[src/rtl/hazard_ctrl_unit_pkg.sv]
`default_nettype none
// ============================================================================
// Module   : hazard_ctrl_unit_pkg
// Brief    : Shared encodings, stage payload types and helpers for the
//            five-stage pipeline hazard/control unit.
// Revision : 1.0 - initial release
// ============================================================================
package hazard_ctrl_unit_pkg;

    // Decoded ALU class carried down the pipeline
    typedef enum logic [1:0] {
        ALUOP_ADD   = 2'b00,
        ALUOP_SUB   = 2'b01,
        ALUOP_FUNCT = 2'b10
    } aluop_e;

    // Execute-stage operand source select
    typedef enum logic [1:0] {
        FWD_RF = 2'b00,
        FWD_W  = 2'b01,
        FWD_M  = 2'b10
    } fwd_e;

    localparam logic [4:0]  REG_ZERO      = 5'd0;
    localparam logic [15:0] STALL_CNT_MAX = 16'hFFFF;

    // Payload held in the D->E register
    typedef struct packed {
        logic       reg_write;
        logic       mem_write;
        logic       mem_to_reg;
        logic       alu_src_a;
        logic       alu_src_b;
        logic       reg_dst;
        aluop_e     alu_op;
        logic [4:0] rs;
        logic [4:0] rt;
        logic [4:0] rd;
    } e_stage_t;

    // Payload held in the E->M register
    typedef struct packed {
        logic       reg_write;
        logic       mem_write;
        logic       mem_to_reg;
        logic [4:0] write_reg;
    } m_stage_t;

    // Payload held in the M->W register
    typedef struct packed {
        logic       reg_write;
        logic       mem_to_reg;
        logic [4:0] write_reg;
    } w_stage_t;

    // True when a qualified writer targets a real (non-zero) source register
    function automatic logic f_reg_hit(input logic       i_qual,
                                       input logic [4:0] i_dst,
                                       input logic [4:0] i_src);
        return i_qual && (i_dst != REG_ZERO) && (i_dst == i_src);
    endfunction

endpackage
`default_nettype wire

[src/rtl/hazard_ctrl_unit_ctrl_stage_reg.sv]
`default_nettype none
// ============================================================================
// Module   : ctrl_stage_reg
// Brief    : Generic pipeline stage register with enable, synchronous clear
//            (bubble insertion) and asynchronous active-low reset.
// Revision : 1.0 - initial release
// ============================================================================
module ctrl_stage_reg
    import hazard_ctrl_unit_pkg::*;
#(
    parameter int WIDTH = 8
) (
    input  logic             clk,
    input  logic             rst_n,
    input  logic             i_en,
    input  logic             i_clr,
    input  logic [WIDTH-1:0] i_d,
    output logic [WIDTH-1:0] o_q
);

    logic [WIDTH-1:0] r_q;

    // Clear wins over enable so a flushed stage always becomes a bubble
    always_ff @(posedge clk or negedge rst_n) begin
        if (!rst_n) begin
            r_q <= '0;
        end else if (i_clr) begin
            r_q <= '0;
        end else if (i_en) begin
            r_q <= i_d;
        end
    end

    assign o_q = r_q;

endmodule
`default_nettype wire

[src/rtl/hazard_ctrl_unit.sv]
`default_nettype none
// ============================================================================
// Module   : hazard_ctrl_unit
// Brief    : Stages decoded control through E/M/W, detects load-use and
//            branch-compare hazards, drives stall/flush/forward selects and
//            keeps a saturating count of stall cycles.
// Revision : 1.0 - initial release
// ============================================================================
module hazard_ctrl_unit
    import hazard_ctrl_unit_pkg::*;
(
    input  logic        clk,
    input  logic        rst_n,
    input  logic        RegWriteD,
    input  logic        MemWriteD,
    input  logic        MemToRegD,
    input  logic        ALUSrcAD,
    input  logic        ALUSrcBD,
    input  logic        RegDstD,
    input  logic        BranchD,
    input  logic [1:0]  ALUOpD,
    input  logic [4:0]  RsD,
    input  logic [4:0]  RtD,
    input  logic [4:0]  RdD,
    input  logic        BranchTakenD,
    output logic        StallF,
    output logic        StallD,
    output logic        FlushD,
    output logic        FlushE,
    output logic [1:0]  ForwardAE,
    output logic [1:0]  ForwardBE,
    output logic        ForwardAD,
    output logic        ForwardBD,
    output logic        RegWriteE,
    output logic        RegWriteM,
    output logic        RegWriteW,
    output logic        MemToRegE,
    output logic        MemToRegM,
    output logic        MemToRegW,
    output logic        MemWriteE,
    output logic        MemWriteM,
    output logic        ALUSrcAE,
    output logic        ALUSrcBE,
    output logic [1:0]  ALUOpE,
    output logic [4:0]  RsE,
    output logic [4:0]  RtE,
    output logic [4:0]  WriteRegE,
    output logic [4:0]  WriteRegM,
    output logic [4:0]  WriteRegW,
    output logic [15:0] StallCount
);

    e_stage_t    w_e_d;
    e_stage_t    r_e;
    m_stage_t    w_m_d;
    m_stage_t    r_m;
    w_stage_t    w_w_d;
    w_stage_t    r_w;
    logic [4:0]  w_write_reg_e;
    logic        w_lwstall;
    logic        w_branchstall;
    logic        w_stall;
    logic [15:0] r_stall_cnt;

    // Assemble the next contents of each stage register
    always_comb begin
        w_e_d = '{reg_write:  RegWriteD,
                  mem_write:  MemWriteD,
                  mem_to_reg: MemToRegD,
                  alu_src_a:  ALUSrcAD,
                  alu_src_b:  ALUSrcBD,
                  reg_dst:    RegDstD,
                  alu_op:     aluop_e'(ALUOpD),
                  rs:         RsD,
                  rt:         RtD,
                  rd:         RdD};
        w_write_reg_e = r_e.reg_dst ? r_e.rd : r_e.rt;
        w_m_d = '{reg_write:  r_e.reg_write,
                  mem_write:  r_e.mem_write,
                  mem_to_reg: r_e.mem_to_reg,
                  write_reg:  w_write_reg_e};
        w_w_d = '{reg_write:  r_m.reg_write,
                  mem_to_reg: r_m.mem_to_reg,
                  write_reg:  r_m.write_reg};
    end

    // A stall freezes D, so E receives a bubble rather than the held instruction
    ctrl_stage_reg #(.WIDTH($bits(e_stage_t))) u_reg_e (
        .clk   (clk),
        .rst_n (rst_n),
        .i_en  (~w_stall),
        .i_clr (w_stall),
        .i_d   (w_e_d),
        .o_q   (r_e)
    );

    ctrl_stage_reg #(.WIDTH($bits(m_stage_t))) u_reg_m (
        .clk   (clk),
        .rst_n (rst_n),
        .i_en  (1'b1),
        .i_clr (1'b0),
        .i_d   (w_m_d),
        .o_q   (r_m)
    );

    ctrl_stage_reg #(.WIDTH($bits(w_stage_t))) u_reg_w (
        .clk   (clk),
        .rst_n (rst_n),
        .i_en  (1'b1),
        .i_clr (1'b0),
        .i_d   (w_w_d),
        .o_q   (r_w)
    );

    // Load-use and branch-compare hazards; r0 is never a real dependency
    always_comb begin
        w_lwstall = r_e.mem_to_reg && (r_e.rt != REG_ZERO) &&
                    ((r_e.rt == RsD) || (r_e.rt == RtD));
        w_branchstall = BranchD &&
                        (f_reg_hit(r_e.reg_write,  w_write_reg_e, RsD) ||
                         f_reg_hit(r_e.reg_write,  w_write_reg_e, RtD) ||
                         f_reg_hit(r_m.mem_to_reg, r_m.write_reg, RsD) ||
                         f_reg_hit(r_m.mem_to_reg, r_m.write_reg, RtD));
        w_stall = w_lwstall || w_branchstall;
    end

    // Forwarding selects; the younger M result takes priority over W
    always_comb begin
        ForwardAE = FWD_RF;
        ForwardBE = FWD_RF;
        if (f_reg_hit(r_m.reg_write, r_m.write_reg, r_e.rs)) begin
            ForwardAE = FWD_M;
        end else if (f_reg_hit(r_w.reg_write, r_w.write_reg, r_e.rs)) begin
            ForwardAE = FWD_W;
        end
        if (f_reg_hit(r_m.reg_write, r_m.write_reg, r_e.rt)) begin
            ForwardBE = FWD_M;
        end else if (f_reg_hit(r_w.reg_write, r_w.write_reg, r_e.rt)) begin
            ForwardBE = FWD_W;
        end
        ForwardAD = f_reg_hit(r_m.reg_write, r_m.write_reg, RsD);
        ForwardBD = f_reg_hit(r_m.reg_write, r_m.write_reg, RtD);
    end

    // Saturating count of cycles in which decode was held
    always_ff @(posedge clk or negedge rst_n) begin
        if (!rst_n) begin
            r_stall_cnt <= '0;
        end else if (w_stall && (r_stall_cnt != STALL_CNT_MAX)) begin
            r_stall_cnt <= r_stall_cnt + 16'd1;
        end
    end

    assign StallF     = w_stall;
    assign StallD     = w_stall;
    assign FlushE     = w_stall;
    assign FlushD     = BranchD && BranchTakenD && !w_stall;
    assign StallCount = r_stall_cnt;

    assign RegWriteE  = r_e.reg_write;
    assign MemToRegE  = r_e.mem_to_reg;
    assign MemWriteE  = r_e.mem_write;
    assign ALUSrcAE   = r_e.alu_src_a;
    assign ALUSrcBE   = r_e.alu_src_b;
    assign ALUOpE     = r_e.alu_op;
    assign RsE        = r_e.rs;
    assign RtE        = r_e.rt;
    assign WriteRegE  = w_write_reg_e;

    assign RegWriteM  = r_m.reg_write;
    assign MemToRegM  = r_m.mem_to_reg;
    assign MemWriteM  = r_m.mem_write;
    assign WriteRegM  = r_m.write_reg;

    assign RegWriteW  = r_w.reg_write;
    assign MemToRegW  = r_w.mem_to_reg;
    assign WriteRegW  = r_w.write_reg;

endmodule
`default_nettype wire

[config.mk]
export PLATFORM = sky130hd
export DESIGN_NAME = hazard_ctrl_unit
export DESIGN_NICKNAME = d
export VERILOG_FILES = /design/src/rtl/hazard_ctrl_unit_pkg.sv /design/src/rtl/hazard_ctrl_unit_ctrl_stage_reg.sv /design/src/rtl/hazard_ctrl_unit.sv
export SDC_FILE = /design/constraint.sdc
export NUM_CORES = 1
export LEC_CHECK = 0
export ABC_AREA = 1
export CAP_MARGIN = 20
export CORE_UTILIZATION = 48
export DETAILED_ROUTE_END_ITERATION = 10
export PLACE_DENSITY = 0.83
export SKIP_CTS_REPAIR_TIMING = 1
export SLEW_MARGIN = 40
export SYNTH_ARGS = -nofsm -noshare
export SYNTH_HDL_FRONTEND = slang
export SYNTH_SLANG_ARGS = --single-unit
[constraint.sdc]
create_clock -name clk -period 2.4 [get_ports clk]
set_clock_uncertainty 0.1 [all_clocks]
set_input_delay 0.36 -clock clk [delete_from_list [all_inputs] [get_ports clk]]
set_output_delay 0.36 -clock clk [all_outputs]
set_load 0.005 [all_outputs]
==> impl_results.html <==
<table>
<tr><th>Metric</th><th>Value</th></tr>
<tr><th colspan="2">Run status</th></tr>
<tr><td>Status</td><td>finished, violations left</td></tr>
<tr><td>Failing checks</td><td>negative setup slack</td></tr>
<tr><th colspan="2">Finish</th></tr>
<tr><td>Utilization after layout</td><td>0.748</td></tr>
<tr><td>Layout cell share with drive strength beyond 1</td><td>0.190</td></tr>
<tr><td>Number of filler cells placed in the layout</td><td>473</td></tr>
<tr><td>Diodes inserted</td><td>0</td></tr>
<tr><td>Fin cells</td><td>585</td></tr>
<tr><td>Layout overhead on the synthesized area</td><td>46.6%</td></tr>
<tr><td>Number of nets in the final layout</td><td>537</td></tr>
<tr><th colspan="2">Placement</th></tr>
<tr><td>DP Wirelength</td><td>6630 µm</td></tr>
<tr><td>Final Wtd Congestion</td><td>0.882</td></tr>
<tr><td>Setup WS pre-CTS</td><td>-0.461 ns</td></tr>
<tr><td>PortBufs</td><td>89</td></tr>
<tr><td>Count of placed standard cells including taps</td><td>566</td></tr>
<tr><th colspan="2">Yosys</th></tr>
<tr><td>Seq/Total Area, Yosys</td><td>0.435</td></tr>
<tr><td>Number of warnings reported in the yosys synthesis log</td><td>0</td></tr>
<tr><td>Top FF cell, synth</td><td>sky130_fd_sc_hd__dfrtp_1</td></tr>
<tr><td>Cell accounting for the most synthesized area</td><td>sky130_fd_sc_hd__dfrtp_1</td></tr>
<tr><td>Count of cell types in the netlist</td><td>31</td></tr>
<tr><td>Register bit total from synthesis</td><td>54</td></tr>
<tr><td>Fraction of post-synthesis cell area in the top cell type by area</td><td>0.435</td></tr>
<tr><td>Synthesized netlist cell count</td><td>394</td></tr>
<tr><td>FFs w/ async S/R, synth</td><td>1.00</td></tr>
<tr><td>Net Count, Synth</td><td>422</td></tr>
<tr><td>Count of flip-flops with a built-in enable after synthesis</td><td>0</td></tr>
<tr><td>Post-Synthesis Cell Area</td><td>0.00311 mm²</td></tr>
<tr><td>Synthesized area per cell</td><td>7.89 µm²</td></tr>
<tr><td>Most area-consuming cells after synthesis</td><td>sky130_fd_sc_hd__dfrtp_1 (43%), sky130_fd_sc_hd__nand2_1 (12%), sky130_fd_sc_hd__nand3_1 (6.8%)</td></tr>
<tr><th colspan="2">Worst setup path</th></tr>
<tr><td>Data arrival time of the worst path</td><td>2.13 ns</td></tr>
<tr><td>Critical path data required time</td><td>1.94 ns</td></tr>
<tr><td>Biggest cell delay along the critical path</td><td>0.47 ns</td></tr>
<tr><td>Critical Path, Cell by Cell</td><td>clkinv_4 -&gt; nand2_4 -&gt; nand2_4 -&gt; nand2_2 -&gt; nand2_2 -&gt; nor2_2 -&gt; nand3_1 -&gt; nand2_1 -&gt; nand2_1 -&gt; nand2_1 -&gt; nand2_2 -&gt; nand2_4 -&gt; buf_4 -&gt; nor2_4 -&gt; dlymetal6s2s_1</td></tr>
<tr><td>Kind of critical path</td><td>reg2out</td></tr>
<tr><td>Worst setup path endpoint</td><td>FlushD</td></tr>
<tr><td>Capture instance of the worst register-to-register path</td><td>StallCount[3]</td></tr>
<tr><td>Cell with the biggest individual delay on the critical path</td><td>sky130_fd_sc_hd__dfrtp_2</td></tr>
<tr><td>Critical path startpoint category</td><td>flip-flop</td></tr>
<tr><td>Maximum fanout count along the critical path</td><td>7</td></tr>
<tr><td>Worst-case reg-to-reg path depth</td><td>17</td></tr>
<tr><td>Crit path launch</td><td>u_reg_e.o_q[17]</td></tr>
<tr><td>Launch instance of the worst register-to-register path</td><td>u_reg_e.o_q[17]</td></tr>
<tr><td>Flop-to-flop setup slack</td><td>0.11 ns</td></tr>
<tr><td>Crit end category</td><td>output pin</td></tr>
<tr><th colspan="2">CTS</th></tr>
<tr><td>Clock tree from TritonCTS</td><td>done</td></tr>
<tr><td>Clock Sinks</td><td>54</td></tr>
<tr><td>Cell at the root of the clock tree</td><td>sky130_fd_sc_hd__clkbuf_8</td></tr>
<tr><td>Number of levels the H-tree was split into</td><td>2</td></tr>
<tr><td>Max clock buf depth</td><td>2</td></tr>
<tr><td>Clock-pin slew of the registers on the worst-case setup and hold paths</td><td>0.11 ns</td></tr>
<tr><td>Clock network latency to the later pin of the worst-skew pair</td><td>0.32 ns</td></tr>
<tr><td>Number of buffers created by CTS</td><td>5</td></tr>
<tr><th colspan="2">Drt</th></tr>
<tr><td>Total routed wire length on the met1 layer</td><td>3710 µm</td></tr>
<tr><td>Top metal layer carrying routed signals</td><td>met4</td></tr>
<tr><td>Average via count per standard cell</td><td>5.07</td></tr>
<tr><td>Overall via count from detail_route</td><td>2967</td></tr>
<tr><td>DR WL/cell</td><td>15.2 µm</td></tr>
<tr><td>Total wire length</td><td>8920 µm</td></tr>
<tr><td>DRC errors left</td><td>0</td></tr>
<tr><td>Number of nets with antenna violations after routing</td><td>0</td></tr>
<tr><td>Number of DRC violations after detailed-routing iteration 0</td><td>157</td></tr>
<tr><td>Detailed Routing Iterations Pass 1</td><td>4</td></tr>
<tr><td>Routed wl met2</td><td>4540 µm</td></tr>
<tr><td>Met3 Routed Length</td><td>505 µm</td></tr>
<tr><th colspan="2">Timing</th></tr>
<tr><td>Pin slew with the least headroom to its limit</td><td>0.560 ns</td></tr>
<tr><td>Summed negative setup slack over all endpoints</td><td>-0.409 ns</td></tr>
<tr><td>Final count of negative-setup-slack endpoints</td><td>4</td></tr>
<tr><td>Final Slew Violations</td><td>0</td></tr>
<tr><td>Relative max-transition margin</td><td>0.627</td></tr>
<tr><td>Min Tclk post-route</td><td>2.59 ns</td></tr>
<tr><td>Maximum clock frequency</td><td>0.386 GHz</td></tr>
<tr><td>Final worst-path setup slack</td><td>-0.188 ns</td></tr>
<tr><td>Final worst path period share</td><td>1.08</td></tr>
<tr><td>Number of hold-slack violations in the final timing report</td><td>0</td></tr>
<tr><td>Unrepaired setup endpoints after global routing</td><td>yes</td></tr>
<tr><th colspan="2">Floorplan</th></tr>
<tr><td>Starting Density</td><td>0.510</td></tr>
<tr><td>Die width</td><td>82.5 µm</td></tr>
<tr><td>Core Area</td><td>0.00610 mm²</td></tr>
<tr><td>Die height</td><td>82.5 µm</td></tr>
<tr><td>Number of core rows</td><td>28</td></tr>
<tr><td>Overall die area</td><td>0.00680 mm²</td></tr>
<tr><td>Number of top-level pins</td><td>90</td></tr>
<tr><th colspan="2">Hold path</th></tr>
<tr><td>Worst min-delay path category</td><td>reg2reg</td></tr>
<tr><td>Worst hold stages</td><td>0</td></tr>
<tr><th colspan="2">Run</th></tr>
<tr><td>Reported max-cap violation count</td><td>0</td></tr>
<tr><th colspan="2">GRT</th></tr>
<tr><td>Global route total overflow</td><td>0</td></tr>
<tr><td>Total global routing track utilization</td><td>0.265</td></tr>
<tr><td>Vias in the first global route</td><td>2792</td></tr>
<tr><td>Largest net degree at the start of global routing</td><td>26</td></tr>
<tr><td>Antenna violations before repair</td><td>0</td></tr>
<tr><td>Wire length of the first global-routing pass</td><td>13300 µm</td></tr>
<tr><th colspan="2">Power and ir drop</th></tr>
<tr><td>P per Cell Area</td><td>565 mW/mm²</td></tr>
<tr><td>Static Leak</td><td>0.00231 µW</td></tr>
<tr><td>Power, Total</td><td>2580 µW</td></tr>
<tr><td>Maximum vdd ir drop</td><td>0.399 mV</td></tr>
</table>
cell usage in the layout (no fill, tap or decap), types with 7 or more instances in the layout:
master                            netlist  layout
sky130_fd_sc_hd__nor2_1                44      42
sky130_fd_sc_hd__dlymetal6s2s_1         0       9
sky130_fd_sc_hd__nand2_2                9       8
sky130_fd_sc_hd__xnor2_1               23      22
sky130_fd_sc_hd__clkdlybuf4s50_1        0      76
sky130_fd_sc_hd__nand2_4                1       9
sky130_fd_sc_hd__xor2_1                21      21
sky130_fd_sc_hd__nand2_1               99      91
sky130_fd_sc_hd__inv_1                 40      37
sky130_fd_sc_hd__buf_4                 16      41
sky130_fd_sc_hd__nand3_1               42      42
sky130_fd_sc_hd__dfrtp_1               54      51
sky130_fd_sc_hd__nor3_1                 8       7
cells in the mapped netlist (2+ instances only):
master	number
sky130_fd_sc_hd__xor2_1	21
sky130_fd_sc_hd__a21oi_1	5
sky130_fd_sc_hd__inv_1	40
sky130_fd_sc_hd__nand2_1	99
sky130_fd_sc_hd__clkbuf_2	2
sky130_fd_sc_hd__nand4_1	2
sky130_fd_sc_hd__buf_4	16
sky130_fd_sc_hd__nor4_1	2
sky130_fd_sc_hd__nand2_2	9
sky130_fd_sc_hd__nand3_1	42
sky130_fd_sc_hd__inv_2	2
sky130_fd_sc_hd__buf_2	5
sky130_fd_sc_hd__nor3_1	8
sky130_fd_sc_hd__clkbuf_1	5
sky130_fd_sc_hd__nor2_1	44
sky130_fd_sc_hd__xnor2_1	23
sky130_fd_sc_hd__dfrtp_1	54
sky130_fd_sc_hd__o41ai_1	2
registers in the layout, indices dropped and copies added (netlist names):
register and cells:
u_reg_m.o_q 8, StallCount 16, u_reg_w.o_q 7, u_reg_e.o_q 23
stage by stage:
| step | hold WS, ns | cell area, µm² |
|---|---|---|
| 2_1_floorplan | -0.0356 | 3110 |
| 3_3_place_gp | 0.265 | 4210 |
| 3_5_place_dp | 0.281 | 4210 |
| 4_1_cts | -0.0684 | 4300 |
| 5_1_grt | 0.323 | 4560 |
| 6_report | 0.299 | 4560 |
cell type report:
cell class,count,area [µm²],share of cell area
clock buffers,5,68.8,0.0151
clock inverters,3,28.8,0.00631
inverters,42,163,0.0357
multi-input cells,269,1530,0.336
flip-flops and latches,54,1360,0.297
well taps,75,93.8,0.0206
repair buffers,137,1320,0.289
worst max-delay path, delay by kind of cell, from the launching register on:
kind,cells,cell delay [ns]
AND/OR/NAND/NOR,12,0.90
buffers and inverters,3,0.42
flip-flops,1,0.47
worst min-delay path by stage:
stage                          startpoint             end  slack, ns
after CTS                           rst_n   StallCount[4]      -0.07
after floorplan                     rst_n   StallCount[0]      -0.04
after global routing      u_reg_e.o_q[21]  u_reg_m.o_q[6]       0.32
after detailed placement            rst_n   StallCount[6]       0.28
after global placement              rst_n   StallCount[6]       0.27
final                     u_reg_e.o_q[21]  u_reg_m.o_q[6]       0.30
cells by family (layout without fill, tap and decap cells):
group / Yosys count / count (layout) / share of synthesized area
xor gates and xnor gates: 44 / 44 / 0.124
DFF: 54 / 54 / 0.435
and+or+nand+nor: 213 / 213 / 0.304
buffers and inverters: 71 / 187 / 0.110
AOI/OAI and AO/OA: 11 / 11 / 0.0233
adders and majority gates: 1 / 1 / 0.00402
where the power goes:
| part | total, µW | switching [µW] | internal, µW |
|---|---|---|---|
| sequential | 1140 | 131 | 1010 |
| combinational | 882 | 398 | 484 |
| clock | 558 | 339 | 219 |
| total | 2580 | 867 | 1710 |
routing by layer:
layer / vias up / track usage
met3: 16 / 0.0462
li1: 1438 / -
met4: 0 / 0.0860
met5: - / 0
met2: 108 / 0.455
met1: 1405 / 0.338
(Power assumes the default switching activity.)
